### config.mk
export PLATFORM = sky130hd
export DESIGN_NAME = ps2_scan_filter_fifo
export DESIGN_NICKNAME = d
export VERILOG_FILES = /design/src/rtl/ps2_scan_filter_fifo.sv
export SDC_FILE = /design/constraint.sdc
export NUM_CORES = 1
export LEC_CHECK = 0
export BUFFER_PORTS_ARGS = -buffer_cell sky130_fd_sc_hd__buf_2
export CELL_PAD_IN_SITES_DETAIL_PLACEMENT = 0
export CELL_PAD_IN_SITES_GLOBAL_PLACEMENT = 1
export CORE_UTILIZATION = 40
export DETAILED_ROUTE_END_ITERATION = 10
export PLACE_DENSITY_LB_ADDON = 0.15
export SLEW_MARGIN = 20
export SYNTH_ARGS = -nofsm -noshare
export SYNTH_HDL_FRONTEND = slang
export SYNTH_SLANG_ARGS = --single-unit
### constraint.sdc
create_clock -name Clk_F -period 5.5 [get_ports Clk_F]
set_input_delay 0.55 -clock Clk_F [delete_from_list [all_inputs] [get_ports Clk_F]]
set_output_delay 0.55 -clock Clk_F [all_outputs]
set_load 0.01 [all_outputs]
### src/rtl/ps2_scan_filter_fifo.sv
// ps2_scan_filter_fifo: folds PS/2 set-2 E0/F0 prefixes into tagged key events,
// optionally drops typematic repeats, and queues events in a show-ahead FIFO.
module ps2_scan_filter_fifo #(
    parameter int CODE_W          = 8,
    parameter int DEPTH           = 8,
    parameter int SUPPRESS_REPEAT = 1
) (
    input  logic                      Clk_F,
    input  logic                      Reset_F,
    input  logic [CODE_W-1:0]         ps2_Rx,
    input  logic                      rx_done,
    input  logic                      clear,
    output logic [CODE_W+1:0]         evt_data,
    output logic                      evt_valid,
    input  logic                      evt_ready,
    output logic [$clog2(DEPTH):0]    fifo_count,
    output logic                      overflow,
    output logic [CODE_W-1:0]         Save
);
    localparam int AW = $clog2(DEPTH);

    typedef enum logic [1:0] {IDLE, EXT, BRK, EXT_BRK} state_t;

    state_t              state_q, state_d;
    logic [CODE_W+1:0]   mem_q [DEPTH];
    logic [CODE_W+1:0]   mem_d [DEPTH];
    logic [AW-1:0]       wr_ptr_q, wr_ptr_d, rd_ptr_q, rd_ptr_d;
    logic [AW:0]         count_q, count_d;
    logic                ovf_q, ovf_d;
    logic [CODE_W-1:0]   save_q, save_d;
    logic                held_v_q, held_v_d;
    logic [CODE_W:0]     held_q, held_d;

    logic is_e0, is_f0, is_ctrl, key, ext, brk, hit, push_req, pop, full, do_push;
    logic [CODE_W+1:0] evt;

    always_comb begin
        is_e0    = ps2_Rx == CODE_W'(8'hE0);
        is_f0    = ps2_Rx == CODE_W'(8'hF0);
        is_ctrl  = ps2_Rx inside {CODE_W'(8'h00), CODE_W'(8'hAA), CODE_W'(8'hEE),
                                  CODE_W'(8'hFA), CODE_W'(8'hFE), CODE_W'(8'hFF)};
        ext      = state_q inside {EXT, EXT_BRK};
        brk      = state_q inside {BRK, EXT_BRK};
        evt      = {ext, brk, ps2_Rx};
        key      = rx_done & ~clear & ~is_ctrl & ~is_e0 & ~is_f0;
        hit      = held_v_q && (held_q == {ext, ps2_Rx});
        push_req = key & ~((SUPPRESS_REPEAT != 0) & ~brk & hit);
        pop      = (count_q != '0) & evt_ready;
        full     = count_q == (AW+1)'(DEPTH);
        // A pop in the same cycle frees the slot, so a full FIFO can still accept.
        do_push  = push_req & (~full | pop);
    end

    always_comb begin
        state_d = state_q;
        if (clear)
            state_d = IDLE;
        else if (rx_done)
            state_d = is_ctrl ? IDLE :
                      is_e0   ? EXT  :
                      !is_f0  ? IDLE :
                      (state_q == IDLE) ? BRK :
                      (state_q == EXT)  ? EXT_BRK : state_q;
    end

    always_comb begin
        held_d   = held_q;
        held_v_d = held_v_q;
        if (clear)
            held_v_d = 1'b0;
        else if (key && brk && hit)
            held_v_d = 1'b0;
        else if (key && !brk) begin
            held_d   = {ext, ps2_Rx};
            held_v_d = 1'b1;
        end
    end

    always_comb begin
        mem_d    = mem_q;
        wr_ptr_d = wr_ptr_q;
        rd_ptr_d = rd_ptr_q;
        count_d  = count_q;
        ovf_d    = ovf_q;
        save_d   = (do_push && !brk) ? ps2_Rx : save_q;
        if (clear) begin
            wr_ptr_d = '0;
            rd_ptr_d = '0;
            count_d  = '0;
            ovf_d    = 1'b0;
        end else begin
            if (do_push) begin
                mem_d[wr_ptr_q] = evt;
                wr_ptr_d        = wr_ptr_q + 1'b1;
            end
            if (pop)
                rd_ptr_d = rd_ptr_q + 1'b1;
            count_d = count_q + (AW+1)'(do_push) - (AW+1)'(pop);
            ovf_d   = ovf_q | (push_req & full & ~pop);
        end
    end

    always_ff @(posedge Clk_F or negedge Reset_F) begin
        if (!Reset_F) begin
            state_q  <= IDLE;
            for (int i = 0; i < DEPTH; i++) mem_q[i] <= '0;
            wr_ptr_q <= '0;
            rd_ptr_q <= '0;
            count_q  <= '0;
            ovf_q    <= 1'b0;
            save_q   <= '0;
            held_v_q <= 1'b0;
            held_q   <= '0;
        end else begin
            state_q  <= state_d;
            mem_q    <= mem_d;
            wr_ptr_q <= wr_ptr_d;
            rd_ptr_q <= rd_ptr_d;
            count_q  <= count_d;
            ovf_q    <= ovf_d;
            save_q   <= save_d;
            held_v_q <= held_v_d;
            held_q   <= held_d;
        end
    end

    assign evt_data   = mem_q[rd_ptr_q];
    assign evt_valid  = count_q != '0;
    assign fifo_count = count_q;
    assign overflow   = ovf_q;
    assign Save       = save_q;
endmodule

# Word-level counts from Yosys, hierarchy flattened
# Index checks and enable logic that the tools add are counted.
# totals
ff_bits	111
latch_bits	0
mem_bits_rw	0
romBits	0
input_bits	13
wordCells	101
memories	0
# op_classes
addsub	4
multipliers	0
div	0
order_cmp	3
eq_ne	13
n_shift	0
muxes	22
n_bitwise	23
n_reduce_logical	20
# ops
operator	count
$bwmux W80	1
$eq A8 B8 Y1 const B	7
$bmux W10 S3	1
$demux W10 S3	1
$mux W10	3
$mux W2	7
$mux W3	4
$and A1 B1 Y1	10
$reduce_bool A2 Y1	5
$eq A9 B9 Y1	1
$not A1 Y1	9
$ge A4 B4 Y1 const B	2
$logic_not A8 Y1	1
$not A3 Y4	2
$add A3 B1 Y3 const B	2
$logic_and A1 B1 Y1	6
$ne A6 B3 Y1 const B	1
$reduce_bool A6 Y1	1
$add A4 B1 Y4	1
$eq A2 B2 Y1 const B	2
$eq A4 B4 Y1 const B	1
$lt A4 B1 Y1 const B	1
$mux W1	4
$mux W4	1
9 further kinds	11

# Longest topological paths before layout
# depth
ltp_word	11
ltp_mapped	13
depth_no_buf	12

# Least setup slack after synthesis
# OpenSTA, ideal clock, no wires.
# synth_path
path_type	input port to flip-flop
start	input port ps2_Rx[6]
end	register count_q[2], in the netlist fifo_count[2]
setup_ps	131
t_arrival_ps	2835
slack_ps	2534
path_stages	12
path_buffers	2
path_cell_list	clkbuf_2 and3_4 a211oi_4 o221a_2 clkbuf_1 nand3_1 ha_1 inv_1 ha_1 fa_1 xnor2_1 nor2_1
# synth_between
elab_chain_cells	11
word_cells_on_any_way	24
classes_between	add/sub: 2; eq/ne: 8; mux: 1; bitwise: 10; reduce/logical: 3
# synth_rtl
item	line_no	rtl
start: declaration	10	input logic [CODE_W-1:0] ps2_Rx,
$eq A8 B8 Y1 / $logic_not A8 Y1 (equally long branches)	40	is_ctrl = ps2_Rx inside {CODE_W'(8'h00), CODE_W'(8'hAA), CODE_W'(8'hEE),
$reduce_bool A6 Y1	40	
$not A1 Y1	45	key = rx_done & ~clear & ~is_ctrl & ~is_e0 & ~is_f0;
$and A1 B1 Y1 (3 in a row)	45	
$and A1 B1 Y1 (*)	47	push_req = key & ~((SUPPRESS_REPEAT != 0) & ~brk & hit);
$and A1 B1 Y1 (*)	51	do_push = push_req & (~full | pop);
$add A4 B1 Y4 (*)	98	count_d = count_q + (AW+1)'(do_push) - (AW+1)'(pop);
$sub A4 B1 Y4 (*)	98	
$mux W4 (*)	86	if (clear) begin
net count_d[2]	28	logic [AW:0] count_q, count_d;
end signal: assignment	119	count_q <= count_d;
end: declaration	28	
# Mark *: on every way through the listed nets, which the timed path passes. The rest lies on a longest branch.
# A chain may end at the register's enable or synchronous reset.

# Worst setup path in the final report
# layout_path
start	register rd_ptr_q[0]
end	output port evt_data[0]
# layout_between
elab_chain_cells	4
# layout_rtl
item	line_no	rtl
start: declaration	27	logic [AW-1:0] wr_ptr_q, wr_ptr_d, rd_ptr_q, rd_ptr_d;
start signal: assignment	118	rd_ptr_q <= rd_ptr_d;
$not A3 Y4 (not written as such)	127	assign evt_data = mem_q[rd_ptr_q];
$bmux W10 S3	127	
$mux W10 (not written as such) (2 in a row)	127	
end: declaration	13	output logic [CODE_W+1:0] evt_data,
# Every way passes these cells. The select of a mux whose other input is x is not followed.

==> metrics.cfg <==
[timing]
whs_ns = 0.2478
skew_ns = 0.006527
timing.fmax_mhz = 334.6
finalCriticalPeriod_ns = 2.989
drv_slew = 0
max-slew-margin-rel_pct = 27.52
rsz0062_at_grt = no
setup_viol = 0
worstMarginPinSlew_ns = 1.087
hold_violations = 0
period_share_pct = 54.34
fin_tns_setup_ns = 0

[detailed_routing]
viasPerCell = 5.309
drtAntennaViolNets = 0
routed_wl_mm = 11.45
dr.pass1.iters = 4
drc = 0
drt-wirelength-per-cell_um = 19.88
drt-initial-drc-count = 155
num_vias = 3058

[die]
die_h_um = 118.0
core_area_sq_um = 13190
initial_core_util_pct = 40.82
die_width_um = 118.0
die_area_sq_um = 13930
row_count = 42
pin_count = 37

[synthesis]
yosys_register_bits = 111
yosysSeqAreaShare_pct = 51.59
synth_top_area_share_pct = 51.59
yosys_warnings = 0
synth_area_per_cell_sq_um = 14.67
synthArstFlopShare_pct = 100.0
synth.most_common_cell = dfrtp_1
synth_common_cells = 111 x dfrtp_1, 97 x mux2_2, 20 x mux4_2
yosysUniqueCellTypes = 45
synth_cells = 367
synthFlopType = dfrtp_1
yosys-top-cells-area = dfrtp_1 52%, mux2_2 20%, mux4_2 8.4%, mux2_4 2.8%, ha_1 1.9%
syn-num-nets = 389
synth_top_area_cell = dfrtp_1
synth_area_sq_um = 5384
synth-edff-count = 0

[placement]
hpwl_mm = 7.206
numPortBuffers = 36
place.gp.congestion = 0.7148

[clock_tree]
clock_latency_ns = 0.36
cts_root_buffer = clkbuf_16
cts_setup_buffers = 0
clk_pin_slew_ns = 0.07
numCtsBuffers = 9
cts_tree = done
cts_resized = 0
ctsHtreeMaxLevel = 3
hold_buffers = 0
cts_max_path_buffers = 2
clock-sinks = 111

[finish]
nFillCells = 1195
fin_util_pct = 45.98
antenna_cells = 0
nets = 417
syn2layout_area_growth_pct = 12.64
drive_gt1_share_pct = 49.25

[setup_path]
path_cells = buf_4 > mux4_2 > mux2_2 > buf_2
worst_setup_path_start_kind = flip-flop
crit_type = reg -> out
worstPathArrival_ns = 2.44
max_stage_delay_ns = 0.68
crit_slowest_cell = dfrtp_1
cp_max_fo = 14
crit_required_ns = 4.95
cp-end-kind = primary output

[power]
p_switching_uw = 761.0
powerDensity_nw_per_um2 = 439.0
seq_power_share_pct = 42.9
internal_power_mw = 1.901
power_frac_clock_pct = 28.4
ir_drop_v = 0.0001646
p_comb_share_pct = 28.7
power_leakage_nw = 2.783
swShare_pct = 28.58

[grt]
grt_pass1_wl_mm = 18.86
grt_use_total_pct = 18.37
grt_max_degree = 57
antenna_found_initial = 0
grt-ovfl-total = 0
grt_pass1_vias = 3278

[min_path]
hp-class = in -> async

[run]
drv_cap = 0

[outcome]
status = finished clean

critical path: cells and delay by family, from the launching register on:
family	cells	cell delay (ns)
multiplexers	2	0.85
flip-flops	1	0.68
buffers and inverters	2	0.54
layout by cell type (no fill, tap or decap), drive strengths merged, types with 2 or more instances in the layout:
cell | Yosys | layout
a211oi | 2 | 2
a21oi | 3 | 3
and3 | 2 | 2
and4b | 2 | 2
buf | 7 | 40
bufinv | 0 | 3
clkbuf | 16 | 11
clkinvlp | 0 | 2
dfrtp | 111 | 111
ha | 8 | 8
inv | 7 | 7
mux2 | 107 | 107
mux2i | 3 | 3
mux4 | 20 | 20
nand2 | 4 | 4
nand2b | 4 | 4
nand3 | 11 | 11
nand4 | 3 | 3
nor2 | 11 | 11
nor2b | 6 | 6
nor3 | 6 | 6
nor4 | 3 | 3
o21ai | 2 | 2
o21ba | 2 | 2
or4 | 3 | 3
or4b | 2 | 2
xnor2 | 2 | 2
xor2 | 11 | 11
path summary, 6_finish.rpt:
path	start	to	slack, ns	depth (start not counted)
min in group Clk_F	rx_done	state_q[0]	0.42	2
hold reg to reg	mem_q[21]	mem_q[21]	0.50	1
max in group asynchronous	Reset_F	mem_q[75]	4.04	2
setup / recovery	rd_ptr_q[0]	evt_data[0]	2.51	4
setup reg to reg	fifo_count[2]	mem_q[31]	2.61	7
hold / removal	Reset_F	fifo_count[3]	0.25	1
kinds of logic after synthesis:
kind of cell	synth area share (%)
DFF	51.59
adders and majority gates	2.231
xor gates and xnor gates	2.115
buffers and inverters	2.347
and+or+nand+nor	7.274
AOI/OAI and AO/OA	2.440
muxes	32.00
area by class of cell:
type                            count  area [sq um]  area share (%)
Multi-Input combinational cell    226          2480           40.89
Clock inverter                      5         105.1           1.733
Tap cell                          176         220.2           3.631
Sequential cell                   111          2778           45.80
Timing Repair Buffer               40         212.7           3.507
Clock buffer                       11         242.7           4.002
Inverter                            7         26.28          0.4333
sequential cells by signal (all words and copies together) (netlist names):
register / count
held_q: 9
mem_q: 80
overflow: 1
rd_ptr_q: 3
Save: 8
state_q: 2
wr_ptr_q: 3
fifo_count: 4
held_v_q: 1
power by group through the flow:
stage | sequential [mW] | clock (mW) | combinational (mW)
after floorplan | 1.11 | 0 | 0.576
after global placement | 1.15 | 0 | 0.768
after detailed placement | 1.16 | 0 | 0.779
after CTS | 1.14 | 0.780 | 0.783
after global routing | 1.17 | 0.809 | 0.846
final | 1.14 | 0.756 | 0.765
layer usage:
metal | vias to the layer above | global-route usage [%] | wire length, um
li1 | 1401 | - | -
met1 | 1603 | 24.74 | 5465
met2 | 44 | 29.30 | 5520
met3 | 10 | 4.651 | 326
met4 | 0 | 5.288 | 137
met5 | - | 0 | 0
metrics by stage:
step                      total power [mW]  instance area (sq um)  worst slack (ns)  instances
after floorplan                      1.689                   5384             2.534        367
after global placement               1.920                   5717             2.362        560
after detailed placement             1.939                   5717             2.292        560
after CTS                            2.707                   6065             2.432        576
after global routing                 2.829                   6065             2.323        576
final                                2.662                   6065             2.511        576
Power figures use the tool's default switching activity.
